==> src/rtl/dvp_capture_if.sv <==
// rtl/dvp_capture_if.sv - pixel stream and frame markers from dvp_capture to the TFT frame buffer
interface dvp_capture_if;
  logic        o_pixel_valid;
  logic [15:0] o_pixel_data;
  logic        o_frame_start;
  logic        o_line_end;
  logic        o_frame_done;
  logic        o_frame_err;
  logic        o_capturing;

  modport master (
    output o_pixel_valid,
    output o_pixel_data,
    output o_frame_start,
    output o_line_end,
    output o_frame_done,
    output o_frame_err,
    output o_capturing
  );

  modport slave (
    input o_pixel_valid,
    input o_pixel_data,
    input o_frame_start,
    input o_line_end,
    input o_frame_done,
    input o_frame_err,
    input o_capturing
  );
endinterface

==> src/rtl/dvp_capture.sv <==
// rtl/dvp_capture.sv - OV5640 DVP capture into RGB565 pixels, oversampling cam_pclk in i_sysclk
// Define DVP_CAPTURE_TEST_PATTERN_EN to replace pixel data with an {x,y,x} test pattern.
module dvp_capture #(
  parameter int IMAGE_WIDTH  = 480,
  parameter int IMAGE_HEIGHT = 272,
  parameter int SKIP_FRAMES  = 10
) (
  input  logic          i_sysclk,
  input  logic          i_sysrst,
  input  logic          init_done,
  input  logic          cam_pclk,
  input  logic          cam_vsync,
  input  logic          cam_href,
  input  logic [7:0]    cam_data,
  dvp_capture_if.master pix
);
  localparam logic [9:0] WIDTH_C  = 10'(IMAGE_WIDTH);
  localparam logic [8:0] HEIGHT_C = 9'(IMAGE_HEIGHT);
  localparam logic [7:0] SKIP_C   = (SKIP_FRAMES > 255) ? 8'd255 : 8'(SKIP_FRAMES);

  typedef enum logic [1:0] {
    ST_IDLE,
    ST_SKIP,
    ST_WAIT_SOF,
    ST_ACTIVE
  } state_t;

  logic [10:0] sync1_q, sync1_d;
  logic [10:0] sync2_q, sync2_d;
  logic        pclk_prev_q, pclk_prev_d;
  logic        vsync_last_q, vsync_last_d;
  logic        href_last_q, href_last_d;
  logic        cfg_ok_q, cfg_ok_d;
  state_t      state_q, state_d;
  logic [7:0]  skip_q, skip_d;
  logic [9:0]  x_q, x_d;
  logic [8:0]  y_q, y_d;
  logic        phase_q, phase_d;
  logic [7:0]  hi_q, hi_d;
  logic        valid_q, valid_d;
  logic [15:0] data_q, data_d;
  logic        fs_q, fs_d;
  logic        le_q, le_d;
  logic        fd_q, fd_d;
  logic        err_q, err_d;

  logic        pclk_s, vsync_s, href_s;
  logic [7:0]  data_s;
  logic        pclk_rise, vsync_rise, vsync_fall, href_fall;
  logic [9:0]  x_inc;
  logic [8:0]  y_inc;
  logic [7:0]  skip_inc;
  logic [15:0] pixel_word;

  // All four pad signals share one synchronizer chain so they keep equal delay.
  always_comb begin
    sync1_d = {cam_pclk, cam_vsync, cam_href, cam_data};
    sync2_d = sync1_q;
  end

  assign pclk_s  = sync2_q[10];
  assign vsync_s = sync2_q[9];
  assign href_s  = sync2_q[8];
  assign data_s  = sync2_q[7:0];

  assign pclk_rise  = pclk_s & ~pclk_prev_q;
  assign vsync_rise = pclk_rise & vsync_s & ~vsync_last_q;
  assign vsync_fall = pclk_rise & ~vsync_s & vsync_last_q;
  assign href_fall  = pclk_rise & ~href_s & href_last_q;

  assign x_inc    = (x_q == 10'h3ff) ? x_q : x_q + 10'd1;
  assign y_inc    = (y_q == 9'h1ff) ? y_q : y_q + 9'd1;
  assign skip_inc = (skip_q == 8'hff) ? skip_q : skip_q + 8'd1;

`ifdef DVP_CAPTURE_TEST_PATTERN_EN
  assign pixel_word = {x_q[8:4], y_q[7:2], x_q[8:4]};
`else
  assign pixel_word = {hi_q, data_s};
`endif

  always_comb begin
    pclk_prev_d  = pclk_s;
    vsync_last_d = pclk_rise ? vsync_s : vsync_last_q;
    href_last_d  = pclk_rise ? href_s : href_last_q;
    cfg_ok_d     = cfg_ok_q | init_done;
    state_d      = state_q;
    skip_d       = skip_q;
    x_d          = x_q;
    y_d          = y_q;
    phase_d      = phase_q;
    hi_d         = hi_q;
    valid_d      = 1'b0;
    data_d       = data_q;
    fs_d         = 1'b0;
    le_d         = 1'b0;
    fd_d         = 1'b0;
    err_d        = err_q;

    case (state_q)
      ST_IDLE: begin
        if (cfg_ok_q) begin
          state_d = ST_SKIP;
          skip_d  = 8'd0;
        end
      end

      ST_SKIP: begin
        if (SKIP_C == 8'd0) begin
          state_d = ST_WAIT_SOF;
        end else if (vsync_rise) begin
          skip_d = skip_inc;
          if (skip_inc >= SKIP_C) state_d = ST_WAIT_SOF;
        end
      end

      ST_WAIT_SOF: begin
        if (vsync_fall) begin
          fs_d    = 1'b1;
          err_d   = 1'b0;
          x_d     = 10'd0;
          y_d     = 9'd0;
          phase_d = 1'b0;
          state_d = ST_ACTIVE;
        end
      end

      ST_ACTIVE: begin
        // vsync takes priority: any half-received pixel is simply dropped.
        if (vsync_rise) begin
          fd_d    = 1'b1;
          phase_d = 1'b0;
          if (y_q != HEIGHT_C) err_d = 1'b1;
          state_d = ST_WAIT_SOF;
        end else if (pclk_rise && href_s) begin
          if (!phase_q) begin
            hi_d    = data_s;
            phase_d = 1'b1;
          end else begin
            phase_d = 1'b0;
            x_d     = x_inc;
            if (x_q < WIDTH_C && y_q < HEIGHT_C) begin
              valid_d = 1'b1;
              data_d  = pixel_word;
              le_d    = (x_q == WIDTH_C - 10'd1);
            end else begin
              err_d = 1'b1;
            end
          end
        end else if (pclk_rise) begin
          phase_d = 1'b0;
          if (href_fall && x_q != 10'd0) begin
            y_d = y_inc;
            x_d = 10'd0;
            if (x_q != WIDTH_C || phase_q) err_d = 1'b1;
          end
        end
      end

      default: state_d = ST_IDLE;
    endcase
  end

  always_ff @(posedge i_sysclk or posedge i_sysrst) begin
    if (i_sysrst) begin
      sync1_q      <= '0;
      sync2_q      <= '0;
      pclk_prev_q  <= 1'b0;
      vsync_last_q <= 1'b0;
      href_last_q  <= 1'b0;
      cfg_ok_q     <= 1'b0;
      state_q      <= ST_IDLE;
      skip_q       <= 8'd0;
      x_q          <= 10'd0;
      y_q          <= 9'd0;
      phase_q      <= 1'b0;
      hi_q         <= 8'd0;
      valid_q      <= 1'b0;
      data_q       <= 16'd0;
      fs_q         <= 1'b0;
      le_q         <= 1'b0;
      fd_q         <= 1'b0;
      err_q        <= 1'b0;
    end else begin
      sync1_q      <= sync1_d;
      sync2_q      <= sync2_d;
      pclk_prev_q  <= pclk_prev_d;
      vsync_last_q <= vsync_last_d;
      href_last_q  <= href_last_d;
      cfg_ok_q     <= cfg_ok_d;
      state_q      <= state_d;
      skip_q       <= skip_d;
      x_q          <= x_d;
      y_q          <= y_d;
      phase_q      <= phase_d;
      hi_q         <= hi_d;
      valid_q      <= valid_d;
      data_q       <= data_d;
      fs_q         <= fs_d;
      le_q         <= le_d;
      fd_q         <= fd_d;
      err_q        <= err_d;
    end
  end

  assign pix.o_pixel_valid = valid_q;
  assign pix.o_pixel_data  = data_q;
  assign pix.o_frame_start = fs_q;
  assign pix.o_line_end    = le_q;
  assign pix.o_frame_done  = fd_q;
  assign pix.o_frame_err   = err_q;
  assign pix.o_capturing   = (state_q == ST_WAIT_SOF) || (state_q == ST_ACTIVE);
endmodule
==> src/flat_wrapper.sv <==
// flat-port wrapper written by rule: the top's interface ports become plain ports
module dvp_capture_flat 
#(
  parameter int IMAGE_WIDTH  = 480,
  parameter int IMAGE_HEIGHT = 272,
  parameter int SKIP_FRAMES  = 10
)
  (i_sysclk, i_sysrst, init_done, cam_pclk, cam_vsync, cam_href, cam_data, pix_o_pixel_valid, pix_o_pixel_data, pix_o_frame_start, pix_o_line_end, pix_o_frame_done, pix_o_frame_err, pix_o_capturing);
  dvp_capture_if pix_i ();
  input  logic i_sysclk;
  input  logic i_sysrst;
  input  logic init_done;
  input  logic cam_pclk;
  input  logic cam_vsync;
  input  logic cam_href;
  input  logic [7:0] cam_data;
  output wire logic [$bits(pix_i.o_pixel_valid)-1:0] pix_o_pixel_valid;
  output wire logic [$bits(pix_i.o_pixel_data)-1:0] pix_o_pixel_data;
  output wire logic [$bits(pix_i.o_frame_start)-1:0] pix_o_frame_start;
  output wire logic [$bits(pix_i.o_line_end)-1:0] pix_o_line_end;
  output wire logic [$bits(pix_i.o_frame_done)-1:0] pix_o_frame_done;
  output wire logic [$bits(pix_i.o_frame_err)-1:0] pix_o_frame_err;
  output wire logic [$bits(pix_i.o_capturing)-1:0] pix_o_capturing;
  assign pix_o_pixel_valid = pix_i.o_pixel_valid;
  assign pix_o_pixel_data = pix_i.o_pixel_data;
  assign pix_o_frame_start = pix_i.o_frame_start;
  assign pix_o_line_end = pix_i.o_line_end;
  assign pix_o_frame_done = pix_i.o_frame_done;
  assign pix_o_frame_err = pix_i.o_frame_err;
  assign pix_o_capturing = pix_i.o_capturing;
  dvp_capture #(.IMAGE_WIDTH(IMAGE_WIDTH), .IMAGE_HEIGHT(IMAGE_HEIGHT), .SKIP_FRAMES(SKIP_FRAMES)) u_core (.i_sysclk(i_sysclk), .i_sysrst(i_sysrst), .init_done(init_done), .cam_pclk(cam_pclk), .cam_vsync(cam_vsync), .cam_href(cam_href), .cam_data(cam_data), .pix(pix_i));
endmodule
==> config.mk <==
export PLATFORM = sky130hd
export DESIGN_NAME = dvp_capture_flat
export DESIGN_NICKNAME = d
export VERILOG_FILES = /design/src/rtl/dvp_capture_if.sv /design/src/rtl/dvp_capture.sv /design/src/flat_wrapper.sv
export SDC_FILE = /design/constraint.sdc
export NUM_CORES = 1
export LEC_CHECK = 0
export ABC_CLOCK_PERIOD_IN_PS = 4000
export CAP_MARGIN = 5
export CORE_MARGIN = 10
export CORE_UTILIZATION = 40
export CTS_BUF_LIST = sky130_fd_sc_hd__clkbuf_2 sky130_fd_sc_hd__clkbuf_4 sky130_fd_sc_hd__clkbuf_8
export DETAILED_ROUTE_END_ITERATION = 12
export GPL_ROUTABILITY_DRIVEN = 0
export GPL_TIMING_DRIVEN = 0
export PLACE_DENSITY_LB_ADDON = 0.3
export SKIP_CTS_REPAIR_TIMING = 1
export SLEW_MARGIN = 20
export SYNTH_ARGS = -nofsm -noshare
export SYNTH_HDL_FRONTEND = slang
export SYNTH_SLANG_ARGS = --single-unit
==> constraint.sdc <==
create_clock -name i_sysclk -period 4 [get_ports i_sysclk]
set_input_delay 0.8 -clock i_sysclk [delete_from_list [all_inputs] [get_ports i_sysclk]]
set_output_delay 0.8 -clock i_sysclk [all_outputs]
set_load 0.05 [all_outputs]
==> out/metrics.yaml <==
syn_area_um2: 3800
wl_met2_mm: 3.40
synth-edff-count: 0
yosysMostFrequentCell: "dfrtp_1"
top_layer_used: "met4"
wire_per_inst_um: 14.2
drv_slew: 0
avgViaCountPerCell: 5.19
ir_drop_mv: 0.259
dp_hpwl_mm: 5.16
area_growth_pct: 19.2
fin_util: 0.490
track_usage: 0.107
numPortBuffers: 35
multi_input_area_um2: 1510
routed_wl_mm: 7.28
vias: 2650
drive_above_1_share: 0.191
drt-initial-drc-count: 113
initial_core_util: 0.411
hp-class: "reg2reg"
antenna_found_initial: 0
drtPass1Iterations: 5
wl_met3_um: 325
end_kind: "output port"
clockBufferDepth: 2
power_density_nw_per_um2: 355
synth_top_cell_by_area: "dfrtp_1"
finalInstanceArea_um2: 4530
placed_area_um2: 4330
synth_top_area_share: 0.560
drc_errors: 0
finalSetupTns_ps: 0
min_period_ps: 2610
grt_max_degree: 52
rows: 35
ys.flop_type: "dfrtp_1"
dieWidth_um: 117
syn-num-nets: 350
tightest_slew_ps: 830
synthTopCellsByArea: "dfrtp_1, mux2_2, a21oi_1, o21ai_0, ha_1"
async_flop_share: 1.00
path_max_fanout: 10
syn_area_per_cell_um2: 11.5
relSlewSlack: 0.444
status: "finished clean"
fin_skew_ps: 14.3
finalSetupViolCount: 0
ant_nets: 0
grt_pass1_wl_mm: 12.5
cts_buffers: 9
ys_types: 55
die_h_um: 117
yosys_register_bits: 85
htreeDepth: 3
maxCapViolations: 0
overflow: 0
wl_met1_mm: 3.44
clkTransAtPathRegs_ps: 90
cts_tree: "done"
clock_sink_count: 85
fin_nets: 397
finalHoldViolations: 0
post-route-period-util: 0.652
first_global_vias: 2654
p_total_mw: 1.61
critPathArrivalTime_ps: 1810
io_pins: 36
crit_path_start_kind: "flop"
fmaxAchievable_mhz: 383
cellLeakagePower_nw: 2.00
seqCellArea_um2: 2130
cp_data_required_time_ps: 3200
antenna_cells: 0
fillerInstances: 833
ys_seq_area_frac: 0.560
die-area_um2: 13800
fin_hold_ws_ps: 349
rsz0062_at_grt: "false"
crit_type: "reg2out"
yosys-top-cells-count: "dfrtp_1, mux2_2, a21oi_1"
clk_latency_ps: 360
core_um2: 9240
synthCells: 330
cts_root_buf: "clkbuf_8"
ys_warn_count: 0
==> power by group <==
group | switching, mW | internal, mW | total, mW
Sequential | 0.0196 | 0.886 | 0.905
Combinational | 0.0571 | 0.0491 | 0.106
Clock | 0.348 | 0.247 | 0.596
==> cell type report <==
type | count | area share
Timing Repair Buffer | 36 | 0.0818
Tap cell | 129 | 0.0356
Clock buffer | 9 | 0.0274
Sequential cell | 85 | 0.470
Multi-Input combinational cell | 215 | 0.334
Buffer | 14 | 0.0221
Clock inverter | 7 | 0.0158
Inverter | 16 | 0.0138
==> cell usage in the layout, fill, tap and decap left out, types with 2 or more instances in the layout <==
master           count
nor4_1               4
o41ai_1              4
clkbuf_8            12
inv_8                4
clkdlybuf4s50_1     35
dfrtp_1             85
a21o_1               2
or2_2                3
and4_1               3
mux2i_1              3
buf_2                5
a21oi_1             26
ha_1                 6
clkbuf_1             4
and3_1               2
or4_2                2
a31oi_1              4
o21ai_0             18
or3_1                3
nand2_1             20
nor3_1               4
o211ai_1             4
a2bb2oi_1            2
mux2_2              27
or3_2                4
nand3_1             14
nor2_1              18
nand4_1              5
inv_1               15
nand2b_1             2
o31ai_1              8
clkinv_4             2
and4bb_2             2
nand4b_1             2
or2b_1               2
==> metal layers <==
layer | vias to the layer above | GRT usage
li1 | 1300 | -
met3 | 9 | 0.0317
met1 | 1285 | 0.134
met2 | 56 | 0.168
met5 | - | 0
met4 | 0 | 0.0425
==> path summary, 6_finish.rpt <==
check | startpoint | end | slack, ps | depth (start not counted)
worst max-delay path | u_core.state_q[1]$_DFFE_PP0P_ | pix_o_capturing | 1390 | 3
worst min-delay path | u_core.sync1_q[6]$_DFF_PP0_ | u_core.sync2_q[6]$_DFF_PP0_ | 350 | 0
worst max register to register | u_core.x_q[0]$_DFFE_PP0P_ | u_core.x_q[4]$_DFFE_PP0P_ | 1500 | 7
worst min register to register | u_core.sync1_q[6]$_DFF_PP0_ | u_core.sync2_q[6]$_DFF_PP0_ | 350 | 0
max in group asynchronous | i_sysrst | u_core.pix.o_pixel_data[1]$_DFFE_PP0P_ | 2520 | 3
min in group asynchronous | i_sysrst | u_core.pix.o_pixel_data[3]$_DFFE_PP0P_ | 870 | 2
==> flip-flops by register name, summed over array words and instances, names as in the netlist, 2 cells and up <==
signal                   cells
u_core.sync2_q              11
u_core.x_q                  10
u_core.hi_q                  8
u_core.y_q                   9
u_core.pix.o_pixel_data     16
u_core.skip_q                8
u_core.sync1_q              11
u_core.state_q               2
==> critical path, stage by stage (launching register included) <==
cell and delay (ps):
dfrtp_1 360, clkbuf_8 170, clkbuf_1 110, clkdlybuf4s50_1 810
==> cell families after synthesis <==
| logic type | after synthesis | synth area share |
|---|---|---|
| xor gates and xnor gates | 2 | 0.00461 |
| adders and majority gates | 6 | 0.0198 |
| buffers and inverters | 30 | 0.0422 |
| and+or+nand+nor | 98 | 0.146 |
| muxes | 30 | 0.0879 |
| AOI/OAI and AO/OA | 79 | 0.140 |
| DFF | 85 | 0.560 |
==> stage by stage <==
| step | std cells | setup WS [ps] |
|---|---|---|
| 6_report | 511 | 1390 |
| 5_1_grt | 511 | 1300 |
| 4_1_cts | 511 | 1370 |
| 3_5_place_dp | 495 | 1540 |
| 3_3_place_gp | 494 | -280 |
| 2_1_floorplan | 330 | 1010 |
Note: power is estimated with default switching activity, not from simulation.
